`src/rtl/step_count_decoder.sv`:
```
// Receive-side decoder for the dual-step up/down counter: recovers linear index, direction and protocol errors.
// Optional run-length output enabled by defining STEP_DECODE_RUNLEN_EN.
module step_count_decoder #(
  parameter int WIDTH   = 16,
  parameter int CUTLINE = 15,
  parameter int AB_SH   = 1,
  parameter int ECNT_W  = 8
) (
  input  logic              clk,
  input  logic              rst,
  input  logic [WIDTH-1:0]  din,
  input  logic              din_vld,
  input  logic              err_clr,
  output logic [WIDTH-1:0]  idx,
  output logic [1:0]        dir,
  output logic              out_vld,
  output logic              err,
  output logic [ECNT_W-1:0] err_cnt
`ifdef STEP_DECODE_RUNLEN_EN
  ,
  output logic [WIDTH-1:0]  run_len
`endif
);

  localparam logic [WIDTH-1:0] CUT      = WIDTH'(CUTLINE);
  localparam logic [WIDTH-1:0] AB       = WIDTH'(1) << AB_SH;
  localparam logic [WIDTH-1:0] GRID_MSK = AB - WIDTH'(1);

  typedef enum logic {ACQ, TRACK} state_t;

  state_t           state, state_nxt;
  logic [WIDTH-1:0] prev;
  logic [WIDTH-1:0] ofs, idx_nxt, up_stp, dn_stp;
  logic             above, offgrid, is_up, is_dn, delta_err, evt;
  logic [1:0]       dir_nxt;

  assign above   = din > CUT;
  assign ofs     = din - CUT;
  assign idx_nxt = above ? (ofs >> AB_SH) + CUT : din;
  assign offgrid = above && (|(ofs & GRID_MSK));
  assign up_stp  = (prev <  CUT) ? WIDTH'(1) : AB;
  assign dn_stp  = (prev <= CUT) ? WIDTH'(1) : AB;
  // One extra bit keeps a wrap through 0 / all-ones from looking like a step
  assign is_up   = ({1'b0, prev} + {1'b0, up_stp}) == {1'b0, din};
  assign is_dn   = ({1'b0, din}  + {1'b0, dn_stp}) == {1'b0, prev};

  always_ff @(posedge clk) begin
    if (rst) state <= ACQ;
    else     state <= state_nxt;
  end

  always_comb begin
    state_nxt = state;
    dir_nxt   = 2'b11;
    delta_err = 1'b0;
    if (din_vld) begin
      case (state)
        ACQ:   state_nxt = TRACK;
        TRACK: begin
          if (din == prev) dir_nxt = 2'b00;
          else if (is_up)  dir_nxt = 2'b01;
          else if (is_dn)  dir_nxt = 2'b10;
          else             delta_err = 1'b1;
        end
        default: state_nxt = ACQ;
      endcase
    end
  end

  assign evt = din_vld && (delta_err || offgrid);

  always_ff @(posedge clk) begin
    if (rst) begin
      idx     <= '0;
      dir     <= 2'b11;
      out_vld <= 1'b0;
      err     <= 1'b0;
      err_cnt <= '0;
      prev    <= '0;
    end else begin
      out_vld <= din_vld;
      if (din_vld) begin
        idx  <= idx_nxt;
        dir  <= dir_nxt;
        prev <= din;
      end
      // A same-cycle error event beats err_clr
      if (evt) begin
        err     <= 1'b1;
        err_cnt <= err_clr ? ECNT_W'(1) : (&err_cnt ? err_cnt : err_cnt + ECNT_W'(1));
      end else if (err_clr) begin
        err     <= 1'b0;
        err_cnt <= '0;
      end
    end
  end

`ifdef STEP_DECODE_RUNLEN_EN
  always_ff @(posedge clk) begin
    if (rst) begin
      run_len <= '0;
    end else if (din_vld) begin
      if (state == ACQ || evt)                  run_len <= '0;
      else if (dir_nxt == dir && run_len != '0) run_len <= &run_len ? run_len : run_len + WIDTH'(1);
      else                                      run_len <= WIDTH'(1);
    end
  end
`endif

endmodule

```
`config.mk`:
```
export PLATFORM = sky130hd
export DESIGN_NAME = step_count_decoder
export DESIGN_NICKNAME = d
export VERILOG_FILES = /design/src/rtl/step_count_decoder.sv
export SDC_FILE = /design/constraint.sdc
export NUM_CORES = 1
export LEC_CHECK = 0
export ABC_AREA = 0
export CORE_MARGIN = 4
export CORE_UTILIZATION = 44
export CTS_BUF_LIST = sky130_fd_sc_hd__clkbuf_4 sky130_fd_sc_hd__clkbuf_8
export DETAILED_ROUTE_END_ITERATION = 6
export GPL_TIMING_DRIVEN = 0
export PLACE_DENSITY = 0.66
export SLEW_MARGIN = 20
export SYNTH_ARGS = -nofsm -noshare
export SYNTH_HDL_FRONTEND = slang
export SYNTH_SLANG_ARGS = --single-unit
export TNS_END_PERCENT = 10
```
`constraint.sdc`:
```
create_clock -name clk -period 6.08 [get_ports clk]
set_input_delay 1.824 -clock clk [delete_from_list [all_inputs] [get_ports clk]]
set_output_delay 1.824 -clock clk [all_outputs]
set_load 0.01 [all_outputs]
```
==> results of run 1 <==
## cells in the final DEF (no fill, tap or decap), types with 3 or more instances in the layout
cell	synthesis	final
nand3_1	20	20
clkbuf_1	17	17
buf_2	15	15
o2111ai_1	4	4
buf_1	7	7
mux2i_1	31	31
a21o_1	3	3
and3_1	9	9
ha_1	7	7
inv_1	17	17
and4_1	4	4
a22oi_1	6	6
o211ai_1	3	3
o21ai_0	12	12
o31ai_1	3	3
or4_1	4	4
nand2b_1	5	5
a211oi_1	10	10
or3_1	14	14
a31oi_1	7	7
nor2_1	53	53
nand4_1	16	16
a21oi_1	12	12
clkdlybuf4s50_1	0	38
nor4_1	15	15
nand2_1	30	30
nor3_1	10	10
clkbuf_8	0	5
xor2_1	21	21
dfxtp_1	45	45
xnor2_1	28	28
## power by group through the flow
| stage | registers, mW | clock network, mW | logic, mW |
|---|---|---|---|
| global route | 0.325 | 0.243 | 0.245 |
| CTS | 0.323 | 0.231 | 0.221 |
| floorplan | 0.332 | 0 | 0.148 |
| global placement | 0.329 | 0 | 0.216 |
| detailed placement | 0.330 | 0 | 0.220 |
| finish | 0.323 | 0.224 | 0.223 |
## flip-flops by register name, indices dropped and copies added, names as in the netlist
signal,cells
err_cnt,8
prev,16
out_vld,1
dir,2
err,1
idx,16
state,1
## through the flow
stage / cells / power [mW]
2_1_floorplan: 473 / 0.480
3_3_place_gp: 616 / 0.546
3_5_place_dp: 616 / 0.550
4_1_cts: 623 / 0.775
5_1_grt: 623 / 0.813
6_report: 623 / 0.770
## cells in the mapped netlist (3+ instances only)
library cell	number
a31oi_1	7
o31ai_1	3
inv_1	17
a211oi_1	10
nand3_1	20
nand4_1	16
buf_1	7
or4_1	4
nor3_1	10
and4_1	4
or3_1	14
o21ai_0	12
a21o_1	3
and3_1	9
nand2_1	30
o2111ai_1	4
o211ai_1	3
dfxtp_1	45
mux2i_1	31
nand2b_1	5
nor4_1	15
a22oi_1	6
xor2_1	21
buf_2	15
nor2_1	53
xnor2_1	28
clkbuf_1	17
ha_1	7
a21oi_1	12
## area by class of cell
| type | instances | area [µm²] | area share (%) |
|---|---|---|---|
| multi-input combinational | 370 | 2540 | 59.2 |
| sequential | 45 | 901 | 21.0 |
| timing repair buffer | 38 | 380 | 8.85 |
| buffer | 40 | 170 | 3.96 |
| tap | 105 | 131 | 3.06 |
| clock buffer | 5 | 68.8 | 1.60 |
| inverter | 18 | 67.6 | 1.57 |
| clock inverter | 2 | 35.0 | 0.815 |
## worst max-delay path, cell delays in order
cell,delay (ns)
clkdlybuf4s50_1,0.51
clkbuf_1,0.35
inv_1,0.12
fa_1,0.42
clkbuf_1,0.23
nor4_1,0.54
mux2i_1,0.24
mux2i_1,0.11
o2111a_1,0.20
o41ai_2,0.57
nand2_1,0.15
o311a_1,0.37
## logic make-up after synthesis
| logic type | count (synthesis) | synth area share (%) |
|---|---|---|
| compound gates | 84 | 16.7 |
| xor+xnor | 50 | 12.1 |
| fa+ha+maj | 9 | 3.47 |
| buf+inv | 58 | 6.46 |
| flops | 45 | 24.5 |
| mux | 33 | 9.04 |
| simple gates | 194 | 27.8 |
## per-layer routing
| metal | part of all wire [%] | vias up | global-route usage [%] |
|---|---|---|---|
| met3 | 5.7 | 12 | 4.28 |
| met5 | 0 | - | 0 |
| met4 | 1.2 | 0 | 5.67 |
| li1 | - | 1810 | - |
| met2 | 47 | 118 | 34.7 |
| met1 | 46 | 1719 | 30.2 |
## final timing paths
| kind | to | slack (ns) | cells past startpoint |
|---|---|---|---|
| worst max-delay path | err_cnt[6] | 0.63 | 12 |
| worst min-delay path | err | 0.46 | 2 |
| worst max register to register | err_cnt[6] | 1.43 | 16 |
| worst min register to register | err | 0.46 | 2 |
==> metrics, run 1 <==
outcome=finished clean; dpl hpwl=8.18 mm; Area Overhead vs Synth=16.7%; Yosys warnings=0; Max Fclk=183 MHz; first-pass GRT wire length=17.5 mm; GRT Total Usage=a little over a fifth; vias in the first global route=3432; final slew viol count=0; crit share post-route=89.6%; pre-CTS setup slack=0.342 ns; drt total wl=10.6 mm; max cap viols=0; Inserted Diodes=0; CTS tree=built; Seq/Total Area, Yosys=24.5%; Hold Crit Class=reg -> reg; Num CTS Buffers=5; CORE AREA=about 0.0082 mm²; Leak Pwr=1.60 nW; Nets=about 550; Syn Area/Cell=~7.8 µm²; count of cell types in the netlist=65; Gate power share=29.0%; minimum clock period=about 5.5 ns; relative slew slack=39.4%; Starting Density=between 40% and 50%; Int Pwr=523 µW; initial antenna violation count=0; CP required=6.28 ns; #FFs+latches synth=45; syn nets=between 500 and 600; DRT antenna net count=0; dpl cell area=0.00419 mm²; H-Tree Level Count=2; Critical path origin=din[1]; worst r2r src=prev[10]; Pre-antenna DRT Iters=5; die height=99.5 µm; number of synthesized flops with an enable pin=0; # rows=33; RSZ-0062 raised after global routing=false; crit path launch type=input pin; Final Hold Viols=0; I/O Buffers=38; Setup Buffers After CTS=0; worst skew pair latency=0.30 ns; PostCTS Resize Cnt=0; post-synth top area share=24.5%; CTS Root Cell=clkbuf_8; Final setup viols=0; chip width=roughly 99 µm; clk buf depth=2; hold_sp=err; Peak VDD IR=0.0000937 V; hold slack=between 0.4 and 0.5 ns; Final Cell Area=0.00430 mm²; drt drc=0; DR iter-0 viols=225; CTS Hold Bufs=0; Crit. End Element=register; ranking of synthesized cells by area=dfxtp_1 24%, mux2i_1 8.4%, xnor2_1 6.7%, nor2_1 5.4%, xor2_1 5.0%; gpl congestion=0.908; worst slew pin tran=between 0.9 and 1 ns; clock power share=29.0%; Core Util, Final=52.6%; IO Pins=48; via/cell ratio=5.87; mapped cell area=0.00368 mm²; share of flip-flops with an asynchronous set or reset=0%; post-route setup TNS=0 ns; Clock Sinks=45; Fillers=835; Psw=247 µW; clock slew seen by the registers of the worst setup and hold paths=0.09 ns; sequential share of power=between 40% and 50%; pin count of the biggest net entering global routing=14; Yosys top cell by area=dfxtp_1; largest fanout on the critical path=10; Sw Ratio=32.0%; Post-synth top flop=dfxtp_1; crit path kind=in -> reg; Gate Count Post-Synth=473; CP arrival=5.65 ns; Setup Skew=between 0.007 and 0.008 ns; grt ovf=0; PnR worst setup slack=roughly 0.63 ns; via count=3659; Die ar.=~0.01 mm²; layout cells sized above 1=6.95%; post-DR wirelength/cell=17.1 µm; Pwr Density=between 150 and 200 mW/mm²
(Power assumes the default switching activity.)
==> inputs of run 2 (changes only) <==
--- a/config.mk
+++ b/config.mk
@@ -6,7 +6,7 @@
 export NUM_CORES = 1
 export LEC_CHECK = 0
 export ABC_AREA = 0
-export CORE_MARGIN = 4
+export CORE_MARGIN = 3
 export CORE_UTILIZATION = 44
 export CTS_BUF_LIST = sky130_fd_sc_hd__clkbuf_4 sky130_fd_sc_hd__clkbuf_8
 export DETAILED_ROUTE_END_ITERATION = 6
==> run 2 against run 1 <==
- non-clock buffer count is the same
- sequential share of layout area is essentially flat
- critical path type unchanged
- wire length grew 1.4%
- first-iteration DRC count shrank 2.2%
- clock-buffer cell count grew 1
==> metrics, run 2 (synthesis gave the netlist of run 1 again) <==
Clock Sinks=45; RSZ-0062 raised after global routing=false; Crit. End Element=register; Int Pwr=532 µW; die height=just under 100 µm; pre-CTS setup slack=0.210 ns; layout cells sized above 1=7.13%; worst skew pair latency=about 0.31 ns; Fillers=between 800 and 900; Gate power share=28.5%; largest fanout on the critical path=10; Max Fclk=179 MHz; relative slew slack=47.5%; via count=3685; # rows=32; Final Hold Viols=0; Psw=between 200 and 300 µW; first-pass GRT wire length=17.9 mm; clk buf depth=2; Hold Crit Class=reg -> reg; Nets=about 550; PostCTS Resize Cnt=0; initial antenna violation count=0; Area Overhead vs Synth=16.9%; clock slew seen by the registers of the worst setup and hold paths=0.09 ns; clock power share=30.4%; CORE AREA=slightly below 0.008 mm²; minimum clock period=between 5 and 6 ns; Sw Ratio=roughly 32%; crit share post-route=91.7%; CTS tree=built; post-route setup TNS=0 ns; grt ovf=0; Pwr Density=183 mW/mm²; Leak Pwr=1.61 nW; Setup Skew=0.00647 ns; outcome=finished clean; IO Pins=48; final cell count without fillers=621; crit path launch type=input pin; Num CTS Buffers=5; most frequent cells in the layout=53 x nor2_1, 45 x dfxtp_1, 38 x clkdlybuf4s50_1; PnR worst setup slack=0.503 ns; pin count of the biggest net entering global routing=15; leading cell type in the layout, fill and taps excluded=nor2_1; Cells after DPL=just over 600; drt drc=0; CP required=6.28 ns; gpl congestion=0.956; post-DR wirelength/cell=roughly 17 µm; DRT antenna net count=0; GRT Total Usage=22.6%; vias in the first global route=3514; Peak VDD IR=0.0000982 V; I/O Buffers=38; biggest registers after layout=idx: 16 flops, prev: 16 flops, err_cnt: 8 flops; H-Tree Level Count=2; CP arrival=a little under 6 ns; max cap viols=0; crit path kind=in -> reg; Starting Density=46.4%; dpl hpwl=8.35 mm; final slew viol count=0; Core Util, Final=54.3%; Pre-antenna DRT Iters=4; Inserted Diodes=0; Die ar.=0.00950 mm²; via/cell ratio=5.93; worst slew pin tran=0.787 ns; Final setup viols=0; Setup Buffers After CTS=0; CTS Root Cell=clkbuf_8; sequential share of power=41.1%; total power=786 µW; DR iter-0 viols=220; CTS Hold Bufs=0; drt total wl=10.8 mm; chip width=97.5 µm
-- run 2: metal layers --
layer	share of wire, %	global-route usage (%)	vias up
met3	6.3	2.94	12
met1	48	33.0	1744
met4	1.1	5.64	0
li1	-	-	1800
met2	45	35.2	129
met5	0	0	-
-- run 2: path summary, 6_finish.rpt --
kind,start,end,slack [ns],depth (start not counted)
max,din[1],err_cnt[4],0.50,12
min,idx[15],idx[15],0.47,2
max reg2reg,prev[10],err_cnt[4],1.60,16
min reg2reg,idx[15],idx[15],0.47,2
-- run 2: cell type report --
| class | count | area [µm²] | share of cell area (%) |
|---|---|---|---|
| tap | 102 | 128 | 2.97 |
| clock buffer | 6 | 76.3 | 1.77 |
| buffer | 40 | 170 | 3.95 |
| inverter | 18 | 67.6 | 1.57 |
| sequential | 45 | 901 | 20.9 |
| timing repair buffer | 38 | 380 | 8.84 |
| multi-input combinational | 370 | 2540 | 59.1 |
| clock inverter | 2 | 38.8 | 0.901 |
-- run 2: stage by stage --
stage	area (µm²)	hold WS (ns)
after floorplan	3680	0.481
after global placement	4190	0.444
after detailed placement	4190	0.456
after CTS	4300	0.470
after global routing	4300	0.505
final	4300	0.467
-- run 2: power groups by stage --
stage	clock network, mW	logic [mW]	registers [mW]
finish	0.239	0.224	0.323
global placement	0	0.217	0.330
floorplan	0	0.148	0.332
global route	0.256	0.245	0.325
CTS	0.246	0.222	0.323
detailed placement	0	0.221	0.330
-- run 2: worst max-delay path: stages --
cell and delay, ns:
clkdlybuf4s50_1 0.52, clkbuf_1 0.39, inv_1 0.13, fa_1 0.43, clkbuf_1 0.24, nor4_1 0.57, mux2i_1 0.27, mux2i_1 0.11
o2111a_1 0.19, o41a_1 0.40, or4_1 0.56, mux2i_1 0.14
